## src/rtl/lc4_alu_pkg.sv

```systemverilog
// Shared definitions for the multi-cycle LC4 ALU.
// Holds the controller state encoding, the operation class produced by
// decode, LC4 opcode / sub-opcode constants and the decode helper that
// sorts an instruction into an operation class.
package lc4_alu_pkg;

    typedef enum logic [1:0] {
        ST_IDLE = 2'd0,
        ST_MUL  = 2'd1,
        ST_DIV  = 2'd2,
        ST_DONE = 2'd3
    } state_t;

    typedef enum logic [1:0] {
        OPC_SINGLE = 2'd0,
        OPC_MUL    = 2'd1,
        OPC_DIV    = 2'd2,
        OPC_MOD    = 2'd3
    } op_class_t;

    localparam logic [3:0] OP_BR      = 4'b0000;
    localparam logic [3:0] OP_ARITH   = 4'b0001;
    localparam logic [3:0] OP_CMP     = 4'b0010;
    localparam logic [3:0] OP_JSR     = 4'b0100;
    localparam logic [3:0] OP_LOGIC   = 4'b0101;
    localparam logic [3:0] OP_LDR     = 4'b0110;
    localparam logic [3:0] OP_STR     = 4'b0111;
    localparam logic [3:0] OP_RTI     = 4'b1000;
    localparam logic [3:0] OP_CONST   = 4'b1001;
    localparam logic [3:0] OP_SHIFT   = 4'b1010;
    localparam logic [3:0] OP_JMP     = 4'b1100;
    localparam logic [3:0] OP_HICONST = 4'b1101;
    localparam logic [3:0] OP_TRAP    = 4'b1111;

    // insn[5:3] of arithmetic ops (insn[5]=1 is ADD immediate)
    localparam logic [2:0] ARITH_ADD = 3'b000;
    localparam logic [2:0] ARITH_MUL = 3'b001;
    localparam logic [2:0] ARITH_SUB = 3'b010;
    localparam logic [2:0] ARITH_DIV = 3'b011;

    // insn[5:3] of logical ops (insn[5]=1 is AND immediate)
    localparam logic [2:0] LOGIC_AND = 3'b000;
    localparam logic [2:0] LOGIC_NOT = 3'b001;
    localparam logic [2:0] LOGIC_OR  = 3'b010;
    localparam logic [2:0] LOGIC_XOR = 3'b011;

    // insn[8:7] of compares
    localparam logic [1:0] CMP_S  = 2'b00;
    localparam logic [1:0] CMP_U  = 2'b01;
    localparam logic [1:0] CMP_SI = 2'b10;
    localparam logic [1:0] CMP_UI = 2'b11;

    // insn[5:4] of shift / mod
    localparam logic [1:0] SHF_SLL = 2'b00;
    localparam logic [1:0] SHF_SRA = 2'b01;
    localparam logic [1:0] SHF_SRL = 2'b10;
    localparam logic [1:0] SHF_MOD = 2'b11;

    function automatic op_class_t decode_class(input logic [15:0] insn);
        op_class_t cls;
        cls = OPC_SINGLE;
        if (insn[15:12] == OP_ARITH && insn[5:3] == ARITH_MUL)
            cls = OPC_MUL;
        else if (insn[15:12] == OP_ARITH && insn[5:3] == ARITH_DIV)
            cls = OPC_DIV;
        else if (insn[15:12] == OP_SHIFT && insn[5:4] == SHF_MOD)
            cls = OPC_MOD;
        return cls;
    endfunction

endpackage

```

## src/rtl/lc4_alu_iter.sv

```systemverilog
// Iterative datapath for the LC4 ALU: shift-add multiplier retiring
// MUL_BITS multiplier bits per cycle, and unsigned restoring divider
// retiring one quotient bit per cycle.
// Ports:
//   clk, rst_n      clock, async active-low reset
//   clear           abandon the operation in flight
//   start           capture a, b and op, begin iterating next cycle
//   op              OPC_MUL / OPC_DIV / OPC_MOD
//   a, b            multiplicand/dividend (a), multiplier/divisor (b)
//   done            high during the final iteration cycle
//   result          value of the operation, valid while done is high
module lc4_alu_iter
    import lc4_alu_pkg::*;
#(
    parameter int WORD_SIZE = 16,
    parameter int MUL_BITS  = 1
) (
    input  logic                 clk,
    input  logic                 rst_n,
    input  logic                 clear,
    input  logic                 start,
    input  op_class_t            op,
    input  logic [WORD_SIZE-1:0] a,
    input  logic [WORD_SIZE-1:0] b,
    output logic                 done,
    output logic [WORD_SIZE-1:0] result
);

    localparam int W  = WORD_SIZE;
    localparam int CW = $clog2(WORD_SIZE) + 1;
    localparam logic [CW-1:0] MUL_LAST = CW'(WORD_SIZE / MUL_BITS - 1);
    localparam logic [CW-1:0] DIV_LAST = CW'(WORD_SIZE - 1);

    logic          active;
    op_class_t     mode;
    logic [CW-1:0] cnt;
    // acc: product accumulator or partial remainder
    // opa: multiplier (shifts right) or dividend/quotient (shifts left)
    // opb: multiplicand (shifts left) or divisor
    logic [W-1:0]  acc;
    logic [W-1:0]  opa;
    logic [W-1:0]  opb;

    logic [W-1:0]  partial;
    logic [W-1:0]  mul_acc;
    logic [W:0]    shifted;
    logic [W:0]    trial;
    logic          q_bit;
    logic [W-1:0]  rem_next;
    logic [W-1:0]  quo_next;
    logic [W-1:0]  acc_next;
    logic [W-1:0]  opa_next;
    logic [W-1:0]  opb_next;
    logic          last;

    always_comb begin
        partial = '0;
        for (int j = 0; j < MUL_BITS; j++) begin
            if (opa[j])
                partial = partial + (opb << j);
        end
    end

    assign mul_acc = acc + partial;

    // Restoring step: bring in the next dividend bit, subtract the divisor,
    // keep the difference only when it did not go negative.
    assign shifted  = {acc, opa[W-1]};
    assign trial    = shifted - {1'b0, opb};
    assign q_bit    = ~trial[W];
    assign rem_next = q_bit ? trial[W-1:0] : shifted[W-1:0];
    assign quo_next = {opa[W-2:0], q_bit};

    always_comb begin
        if (mode == OPC_MUL) begin
            acc_next = mul_acc;
            opa_next = opa >> MUL_BITS;
            opb_next = opb << MUL_BITS;
        end else begin
            acc_next = rem_next;
            opa_next = quo_next;
            opb_next = opb;
        end
    end

    assign last = (mode == OPC_MUL) ? (cnt == MUL_LAST) : (cnt == DIV_LAST);
    assign done = active && last;

    // A zero divisor runs the full iteration count, then reports 0.
    always_comb begin
        result = '0;
        case (mode)
            OPC_MUL: result = mul_acc;
            OPC_DIV: result = (opb == '0) ? '0 : quo_next;
            OPC_MOD: result = (opb == '0) ? '0 : rem_next;
            default: result = '0;
        endcase
    end

    always_ff @(posedge clk or negedge rst_n) begin
        if (!rst_n) begin
            active <= 1'b0;
            mode   <= OPC_SINGLE;
            cnt    <= '0;
            acc    <= '0;
            opa    <= '0;
            opb    <= '0;
        end else if (clear) begin
            active <= 1'b0;
            cnt    <= '0;
            acc    <= '0;
            opa    <= '0;
            opb    <= '0;
        end else if (start) begin
            active <= 1'b1;
            mode   <= op;
            cnt    <= '0;
            acc    <= '0;
            if (op == OPC_MUL) begin
                opa <= b;
                opb <= a;
            end else begin
                opa <= a;
                opb <= b;
            end
        end else if (active) begin
            acc <= acc_next;
            opa <= opa_next;
            opb <= opb_next;
            if (last) begin
                active <= 1'b0;
                cnt    <= '0;
            end else begin
                cnt <= cnt + CW'(1);
            end
        end
    end

endmodule

```

## src/rtl/lc4_alu_mc.sv

```systemverilog
// Multi-cycle LC4 ALU with valid/ready handshakes on both sides.
// Single-cycle ops produce a result the cycle after acceptance; MUL, DIV
// and MOD are handed to lc4_alu_iter and report when it finishes.
//
//   state   | meaning
//   --------+--------------------------------------------------
//   IDLE    | no work; ready for a request
//   MUL     | shift-add multiply iterating
//   DIV     | restoring divide (DIV or MOD) iterating
//   DONE    | o_result valid, held until the consumer takes it
//
// Ports:
//   i_clk, i_rst_n        clock, async active-low reset
//   i_valid / o_ready     request handshake (i_insn, i_pc, i_r1data, i_r2data)
//   i_flush               drop the operation in flight and any held result
//   o_valid / i_ready     result handshake (o_result)
//   o_busy                high while an iterative op is running
module lc4_alu_mc
    import lc4_alu_pkg::*;
#(
    parameter int WORD_SIZE = 16,
    parameter int MUL_BITS  = 1
) (
    input  logic                 i_clk,
    input  logic                 i_rst_n,
    input  logic                 i_valid,
    output logic                 o_ready,
    input  logic [15:0]          i_insn,
    input  logic [15:0]          i_pc,
    input  logic [WORD_SIZE-1:0] i_r1data,
    input  logic [WORD_SIZE-1:0] i_r2data,
    input  logic                 i_flush,
    output logic                 o_valid,
    input  logic                 i_ready,
    output logic [WORD_SIZE-1:0] o_result,
    output logic                 o_busy
);

    localparam int W = WORD_SIZE;

    state_t       state;
    state_t       next_state;
    state_t       launch_state;
    op_class_t    op_class;
    logic         accept;
    logic         iter_done;
    logic [W-1:0] iter_result;
    logic [W-1:0] single_result;
    logic [W-1:0] result_d;

    logic [W-1:0] pc_ext;
    logic [W-1:0] pc_next;
    logic [W-1:0] imm5;
    logic [W-1:0] imm6;
    logic [W-1:0] imm7s;
    logic [W-1:0] imm7u;
    logic [W-1:0] imm9;
    logic [W-1:0] imm11;
    logic [W-1:0] cmp_result;
    logic         cmp_lt;
    logic         cmp_eq;

    // Handshakes -----------------------------------------------------------
    // o_ready is gated by reset so every output reads 0 while held in reset.
    assign o_ready  = i_rst_n && ((state == ST_IDLE) || (state == ST_DONE && i_ready));
    assign accept   = i_valid && o_ready && !i_flush;
    assign o_valid  = (state == ST_DONE);
    assign o_busy   = (state == ST_MUL) || (state == ST_DIV);
    assign op_class = decode_class(i_insn);

    always_comb begin
        case (op_class)
            OPC_MUL:         launch_state = ST_MUL;
            OPC_DIV,
            OPC_MOD:         launch_state = ST_DIV;
            default:         launch_state = ST_DONE;
        endcase
    end

    // Immediates and PC-relative terms -------------------------------------
    assign pc_ext  = W'(i_pc);
    assign pc_next = pc_ext + W'(1);
    assign imm5    = W'($signed(i_insn[4:0]));
    assign imm6    = W'($signed(i_insn[5:0]));
    assign imm7s   = W'($signed(i_insn[6:0]));
    assign imm7u   = W'(i_insn[6:0]);
    assign imm9    = W'($signed(i_insn[8:0]));
    assign imm11   = W'($signed(i_insn[10:0]));

    always_comb begin
        cmp_lt = 1'b0;
        cmp_eq = 1'b0;
        case (i_insn[8:7])
            CMP_S: begin
                cmp_lt = $signed(i_r1data) < $signed(i_r2data);
                cmp_eq = i_r1data == i_r2data;
            end
            CMP_U: begin
                cmp_lt = i_r1data < i_r2data;
                cmp_eq = i_r1data == i_r2data;
            end
            CMP_SI: begin
                cmp_lt = $signed(i_r1data) < $signed(imm7s);
                cmp_eq = i_r1data == imm7s;
            end
            default: begin
                cmp_lt = i_r1data < imm7u;
                cmp_eq = i_r1data == imm7u;
            end
        endcase
        cmp_result = cmp_eq ? '0 : (cmp_lt ? '1 : W'(1));
    end

    // Single-cycle datapath --------------------------------------------------
    always_comb begin
        single_result = '0;
        case (i_insn[15:12])
            OP_BR: single_result = pc_next + imm9;
            OP_ARITH: begin
                if (i_insn[5])
                    single_result = i_r1data + imm5;
                else if (i_insn[5:3] == ARITH_ADD)
                    single_result = i_r1data + i_r2data;
                else if (i_insn[5:3] == ARITH_SUB)
                    single_result = i_r1data - i_r2data;
                else
                    single_result = '0;
            end
            OP_CMP: single_result = cmp_result;
            OP_JSR: begin
                if (i_insn[11])
                    single_result = (pc_ext & W'(16'h8000)) | (W'(i_insn[10:0]) << 4);
                else
                    single_result = i_r1data;
            end
            OP_LOGIC: begin
                if (i_insn[5])
                    single_result = i_r1data & imm5;
                else begin
                    case (i_insn[5:3])
                        LOGIC_AND: single_result = i_r1data & i_r2data;
                        LOGIC_NOT: single_result = ~i_r1data;
                        LOGIC_OR:  single_result = i_r1data | i_r2data;
                        LOGIC_XOR: single_result = i_r1data ^ i_r2data;
                        default:   single_result = '0;
                    endcase
                end
            end
            OP_LDR, OP_STR: single_result = i_r1data + imm6;
            // RTI's source register is R7, read through the r1 port
            OP_RTI:   single_result = i_r1data;
            OP_CONST: single_result = imm9;
            OP_SHIFT: begin
                case (i_insn[5:4])
                    SHF_SLL: single_result = i_r1data << i_insn[3:0];
                    SHF_SRA: single_result = W'($signed(i_r1data) >>> i_insn[3:0]);
                    SHF_SRL: single_result = i_r1data >> i_insn[3:0];
                    default: single_result = '0;
                endcase
            end
            OP_JMP: begin
                if (i_insn[11])
                    single_result = pc_next + imm11;
                else
                    single_result = i_r1data;
            end
            // HICONST reads its destination through the r1 port
            OP_HICONST: single_result = (i_r1data & W'(16'h00FF)) | W'({i_insn[7:0], 8'h00});
            OP_TRAP:    single_result = W'({8'h80, i_insn[7:0]});
            default:    single_result = '0;
        endcase
    end

    // Iterative datapath -----------------------------------------------------
    lc4_alu_iter #(
        .WORD_SIZE (WORD_SIZE),
        .MUL_BITS  (MUL_BITS)
    ) u_iter (
        .clk    (i_clk),
        .rst_n  (i_rst_n),
        .clear  (i_flush),
        .start  (accept && (op_class != OPC_SINGLE)),
        .op     (op_class),
        .a      (i_r1data),
        .b      (i_r2data),
        .done   (iter_done),
        .result (iter_result)
    );

    // FSM ----------------------------------------------------------------------
    always_comb begin
        next_state = state;
        result_d   = o_result;
        if (i_flush) begin
            next_state = ST_IDLE;
            result_d   = '0;
        end else begin
            case (state)
                ST_IDLE, ST_DONE: begin
                    if (accept) begin
                        next_state = launch_state;
                        if (op_class == OPC_SINGLE)
                            result_d = single_result;
                    end else if (state == ST_DONE && i_ready) begin
                        next_state = ST_IDLE;
                    end
                end
                ST_MUL, ST_DIV: begin
                    if (iter_done) begin
                        next_state = ST_DONE;
                        result_d   = iter_result;
                    end
                end
                default: next_state = ST_IDLE;
            endcase
        end
    end

    always_ff @(posedge i_clk or negedge i_rst_n) begin
        if (!i_rst_n) begin
            state    <= ST_IDLE;
            o_result <= '0;
        end else begin
            state    <= next_state;
            o_result <= result_d;
        end
    end

endmodule

```

## config.mk

```make
export PLATFORM = sky130hd
export DESIGN_NAME = lc4_alu_mc
export DESIGN_NICKNAME = d
export VERILOG_FILES = /design/src/rtl/lc4_alu_pkg.sv /design/src/rtl/lc4_alu_iter.sv /design/src/rtl/lc4_alu_mc.sv
export SDC_FILE = /design/constraint.sdc
export NUM_CORES = 1
export LEC_CHECK = 0
export CAP_MARGIN = 20
export CORE_ASPECT_RATIO = 0.5
export CORE_UTILIZATION = 35
export DETAILED_ROUTE_END_ITERATION = 7
export SYNTH_ARGS = -nofsm -noshare
export SYNTH_HDL_FRONTEND = slang
export SYNTH_SLANG_ARGS = --single-unit
export TNS_END_PERCENT = 10
```

## constraint.sdc

```tcl
create_clock -name i_clk -period 4.2 [get_ports i_clk]
set_clock_uncertainty 0.15 [all_clocks]
set_input_delay 0.63 -clock i_clk [delete_from_list [all_inputs] [get_ports i_clk]]
set_output_delay 0.63 -clock i_clk [all_outputs]
set_load 0.01 [all_outputs]
```

### After elaboration in Yosys (flattened, before gate mapping)

Index checks and enable logic that the tools add are counted.

* register bits after elaboration: 74
* output and inout bits: 19
* logic and storage cells: 156

* add/subtract/negate cells: 10
* magnitude comparators: 4
* equality and inequality tests: 37
* shift-type cells: 3
* muxes and demuxes: 54
* bitwise operators: 9
* reductions and logical operators: 31

Operator list (count)
* 2-to-1 mux 16 bit: 30
* one-hot mux 16 bit (12 select lines): 1
* adder 16 bit: 6
* one-hot mux 16 bit (3 select lines): 2
* one-hot mux 16 bit (4 select lines): 1
* AND 16 bit: 2
* == test 16 bit: 2
* less-than comparator 16 bit: 2
* less-than comparator 16 x 7 -> 1 bit: 2
* one-hot mux 16 bit (2 select lines): 1
* == test 4 bit (second input constant): 6
* 2-to-1 mux 5 bit: 4
* == test 2 bit (second input constant): 9
* subtractor 17 x 16 -> 17 bit: 1
* adder 16 x 1 -> 16 bit (second input constant): 1
* == test 16 x 7 -> 1 bit: 1
* == test 4 x 3 -> 1 bit (second input constant): 4
* zero test 16 bit: 1
* NOT 16 bit: 1
* bitwise OR 16 x 15 -> 16 bit: 1
* bitwise OR 16 bit: 1
* bitwise OR 8 x 16 -> 16 bit: 1
* left shift 16 x 4 -> 16 bit: 1
* right shift 16 x 4 -> 16 bit: 1
* 29 further kinds: 66

### Logic depth before layout (Yosys ltp)

* word-level depth: 11
* mapped depth: 15
* depth with buffers taken out: 14

### Cells and area by module

Synthesis repeated with hierarchy kept, for this count alone.

* cells, all modules: 1917
* area, all modules: 14589.0 sq um

Modules (own cells, without submodules)
* lc4_alu_mc: times used 1, cells an instance 1254, area each 9210.1 sq um, sequential area each 450.4 sq um
* lc4_alu_iter: times used 1, cells an instance 663, area each 5378.9 sq um, sequential area each 1401.3 sq um

### Worst setup path after synthesis

No wires, ideal clock.

* path kind: input -> register
* start: input port i_insn[3]
* end: register o_result[14]
* library setup time: 124 ps
* arrival: 3964 ps
* slack: -37 ps
* cell stages on the path: 14
* path buffers: 4
* path through: clkbuf_1 inv_2 clkbuf_1 buf_2 buf_2 ha_1 a221oi_1 o211ai_1 and3_1 o41ai_1 xnor2_1 nor2_1 or4_1 o31a_1

* cells in the longest elaborated chain, start to end: 9

RTL lines
* start, declared: RTL line lc4_alu_mc.sv:28 `input logic [15:0] i_insn,`
* less-than comparator 16 x 7 -> 1 bit, or another cell as far along: RTL line lc4_alu_mc.sv:107 `cmp_lt = i_r1data < imm7u;`
* one-hot mux 1 bit (3 select lines) / 2-to-1 mux 16 bit (equally long branches): RTL line lc4_alu_mc.sv:93, lc4_alu_mc.sv:124
* 2-to-1 mux 16 bit, on equally long branches: RTL line lc4_alu_mc.sv:111, lc4_alu_mc.sv:122
* 2-to-1 mux 16 bit, on equally long branches: RTL line lc4_alu_mc.sv:111, lc4_alu_mc.sv:120
* one-hot mux 16 bit (12 select lines): RTL line lc4_alu_mc.sv:117 `case (i_insn[15:12])`
* 2-to-1 mux 16 bit: RTL line lc4_alu_mc.sv:202 `if (op_class == OPC_SINGLE)`
* 2-to-1 mux 16 bit: RTL line lc4_alu_mc.sv:200 `if (accept) begin`
* one-hot mux 16 bit (2 select lines): RTL line lc4_alu_mc.sv:198 `case (state)`
* 2-to-1 mux 16 bit: RTL line lc4_alu_mc.sv:194 `if (i_flush) begin`
* end signal, assigned: RTL line lc4_alu_mc.sv:225 `o_result <= result_d;`
* end, declared: RTL line lc4_alu_mc.sv:35 `output logic [WORD_SIZE-1:0] o_result,`

Parallel ways exist; a longest one is shown, timed or not. The select of a mux whose other input is x is not followed.
A chain may end at the register's enable or synchronous reset.

### Worst setup path after layout

* start: input port i_pc[3]
* end: register o_result[14]

* cells in the longest elaborated chain, start to end: 8

RTL lines
* start, declared: RTL line lc4_alu_mc.sv:29 `input logic [15:0] i_pc,`
* adder 16 x 1 -> 16 bit (*): RTL line lc4_alu_mc.sv:82 `assign pc_next = pc_ext + W'(1);`
* adder 16 bit: RTL line lc4_alu_mc.sv:163 `single_result = pc_next + imm11;`
* 2-to-1 mux 16 bit: RTL line lc4_alu_mc.sv:162 `if (i_insn[11])`
* one-hot mux 16 bit (12 select lines) (*): RTL line lc4_alu_mc.sv:117
* 2-to-1 mux 16 bit (*): RTL line lc4_alu_mc.sv:202
* 2-to-1 mux 16 bit (*): RTL line lc4_alu_mc.sv:200
* one-hot mux 16 bit (2 select lines) (*): RTL line lc4_alu_mc.sv:198
* 2-to-1 mux 16 bit (*): RTL line lc4_alu_mc.sv:194

Mark *: on every way between the ends. The rest lies on a longest branch, timed or not. The select of a mux whose other input is x is not followed.

==> summary.md <==
| Metric | Value |
|---|---|
| Status | `complete, no violations` |
| Arr. time, crit path | `slightly above 4 ns` |
| N_diodes | `0` |
| CTS Buf Count | `9` |
| Worst path required time | `~4.3 ns` |
| Post-synth EDFFs | `0` |
| H-tree levels | `3` |
| CP startpoint | `i_pc[3]` |
| Vias in the first global route | `around 16,000` |
| Pwr dens | `about 250 nW/um^2` |
| WL final | `68,000 um` |
| Root buf cell | `clkbuf_16` |
| Total track usage | `0.310` |
| Async set-or-reset flop fraction in the synthesized netlist | `1.00` |
| Worst-path clk slew | `0.07 ns` |
| RSZ-0062 raised after global routing | `true` |
| Post-DP HPWL | `55,200 um` |
| Primary FF master, synth | `dfrtp_1` |
| FMAX | `247 MHz` |
| Clock buffer depth | `2` |
| Core area | `40,900 um^2` |
| Crit-path max cell delay | `0.49 ns` |
| Rows | `52` |
| Die footprint | `42,900 um^2` |
| Die Y | `147 um` |
| First-pass GRT wire length | `101,000 um` |
| Setup violations, final | `0` |
| Vias | `17,400` |
| Avg WL per Cell | `23.7 um` |
| Total power | `4570 uW` |
| Final worst path period share | `0.966` |
| Clock sinks | `74` |
| CP Cell Sequence | `clkdlybuf4s50_1 > buf_4 > nand4_2 > nor2_2 > buf_4 > nand3_1 > xnor2_2 > ha_1 > inv_1 > nor2_1 > a211o_1 > a32o_1 > nor3_1 > nand3_1 > or4_4 > o31a_1` |
| Initial antenna violation count | `0` |
| Synthesis-to-layout area growth | `26.4%` |
| Hold slack final | `0.256 ns` |
| Slew HR | `0.301` |
| WS Path Type | `input port to flop` |
| Final GP Congestion | `1.03` |
| Critical path fanouts, max | `4` |
| Worst setup EP type | `flop` |
| Ys Warns | `0` |
| DRT antenna net count | `0` |
| Layout net count | `2,549` |
| Global route total overflow | `0` |
| Initial Util | `0.359` |
| Tmin final | `4.06 ns` |
| Drt drc | `0` |
| CP Launch Type | `input port` |
| Cell variety after synth | `about 110` |
| Mapped Cells | `2,037` |
| Largest net degree at the start of global routing | `68` |
| Syn Nets | `2,261` |
| Slowest-stage cell, CP | `clkdlybuf4s50_1` |
| Worst Hold Class | `input port to async pin` |
| Via density | `just over 6` |
| Detailed Routing Iterations Pass 1 | `6` |
| Pleak | `0.00810 uW` |
| Die Span X | `between 200 and 300 um` |
| Worst r2r src | `u_iter.opa[15]$_DFFE_PN0P_` |
| DRT iter0 DRCs | `2,026` |
| Syn Area/Cell | `7.22 um^2` |
| Number of port buffers | `87` |
| Share of cells above drive strength 1 | `0.184` |
| Sequential area share after synthesis | `0.126` |
| CTS tree | `yes` |
| Worst-Margin Slew | `1.05 ns` |
| IO Count | `between 80 and 90` |
| Syn Std Cell Area | `between 10,000 and 15,000 um^2` |
| Clk_lat worst skew | `0.35 ns` |
| Flops & latches, synth | `74` |
| Fin. Hold Viols | `0` |
| Max-slew violations | `0` |
| Max-cap violations | `0` |
| Maximum VDD drop | `about 200 uV` |
## layer usage
metal  vias to the layer above  part of all wire  GRT usage
met5                         -                 0          0
met4                         0             0.027     0.0821
met3                        99              0.10     0.0620
met2                       858              0.42      0.465
met1                      8307              0.45      0.447
li1                       8093                 -          -
## layout by cell type, fill, tap and decap left out, types with 8 or more instances in the layout
cell type / netlist / layout
buf_4: 2 / 314
nand2_1: 242 / 242
nor2_1: 226 / 224
a21oi_1: 154 / 153
ha_1: 149 / 148
inv_1: 104 / 104
o21ai_0: 91 / 90
clkdlybuf4s50_1: 0 / 81
dfrtp_1: 74 / 73
xnor2_1: 55 / 53
a31oi_1: 52 / 52
nor3_1: 52 / 51
mux2i_1: 51 / 50
nand3_1: 46 / 45
a211oi_1: 37 / 36
xor2_1: 30 / 30
o211ai_1: 28 / 28
a21o_1: 26 / 26
nand2b_1: 25 / 25
and2_1: 23 / 23
mux4_2: 23 / 23
o21ai_1: 22 / 21
and3_1: 19 / 19
nand4_1: 19 / 19
nor2b_1: 20 / 19
a22o_1: 19 / 19
nor4_1: 17 / 17
a221oi_1: 18 / 16
or3_1: 15 / 15
o22ai_1: 14 / 14
nand3b_1: 11 / 11
o2111ai_1: 11 / 11
a22oi_1: 11 / 11
o21a_1: 10 / 10
o221ai_1: 10 / 10
o21bai_1: 10 / 9
clkbuf_16: 0 / 9
mux2_2: 8 / 8
a32o_1: 8 / 8
## registers in the layout, indices dropped and copies added (netlist names)
| signal | count |
|---|---|
| o_result | 16 |
| u_iter.acc | 16 |
| state | 2 |
| u_iter.opa | 16 |
| u_iter.active | 1 |
| u_iter.cnt | 5 |
| u_iter.mode | 2 |
| u_iter.opb | 16 |
## layout make-up
cell class / count / area, um^2
fill: 4151 / 22300
multi-input combinational: 1723 / 12000
timing repair buffer: 407 / 3350
sequential: 74 / 1850
tap: 540 / 676
inverter: 110 / 413
clock buffer: 10 / 229
clock inverter: 6 / 73.8
## synth_stat cells, drive strengths merged, types with 11 or more instances
library cell	count	area (um^2)
nand2	242	908
nor2	227	855
a21oi	154	771
ha	149	1860
o21ai	116	592
inv	110	413
clkbuf	89	334
dfrtp	74	1850
xnor2	55	482
a31oi	53	338
nor3	53	270
mux2i	51	510
nand3	46	230
buf	41	225
a211oi	37	278
xor2	31	279
o211ai	28	210
a21o	26	195
nand2b	25	156
and2	24	150
mux4	23	518
nand4	23	186
nor2b	20	125
a221oi	19	184
a22o	19	166
and3	19	119
nor4	18	128
or3	15	93.8
o22ai	14	87.6
mux2	13	146
or2	12	75.1
a22oi	11	82.6
nand3b	11	82.6
o2111ai	11	96.3
## report_power, final
part           switching [uW]  leakage, uW  internal [uW]  total (uW)
clock network             361     0.000141            469         830
logic                    1610      0.00694           1190        2800
registers                 149      0.00102            795         944
## logic make-up (layout without fill, tap and decap cells)
group,count (synthesis),in the layout,synth area share
simple gates,767,767,0.250
compound gates,626,626,0.289
buf+inv,240,533,0.0661
fa+ha+maj,155,155,0.135
xor+xnor,88,88,0.0548
mux,87,87,0.0799
flops,74,74,0.126
## worst paths after layout
path                                                   end  slack [ns]  cells after the start
max in group asynchronous       u_iter.mode[1]$_DFFE_PN0P_        2.67                      3
worst max register to register    o_result[12]$_DFFE_PN0P_        0.17                     14
worst min register to register    o_result[11]$_DFFE_PN0P_        0.35                      2
worst min-delay path             u_iter.opa[9]$_DFFE_PN0P_        0.26                      2
min in group i_clk                o_result[11]$_DFFE_PN0P_        0.35                      2
worst max-delay path              o_result[14]$_DFFE_PN0P_        0.14                     16
## critical path: cells and delay by family
family                     cells  cell delay, ns
xor gates and xnor gates       1            0.18
and+or+nand+nor                7            1.34
AOI/OAI and AO/OA              3            0.84
adders and majority gates      1            0.30
buffers and inverters          4            0.85
## stage by stage
stage          TNS (ns)  setup slack, ns  cells  instance area (um^2)  utilization
2_1_floorplan         0           0.0633   2037                 14700            -
3_3_place_gp     -0.591           -0.227   2853                 18200        0.444
6_report              0            0.144   2870                 18600        0.454
3_5_place_dp     -0.940           -0.292   2853                 18200        0.444
4_1_cts               0           0.0237   2869                 18500        0.451
5_1_grt         -0.0349          -0.0213   2870                 18600        0.454
## repair_timing
action                                  4_1_cts  5_1_grt
endpoints found under the setup margin        0        6
endpoints found under the hold margin         0        0
resized for setup                             0       23
hold buffers                                  0        0
setup buffers                                 0        1
No activity file was read; power rests on OpenSTA's default activity.
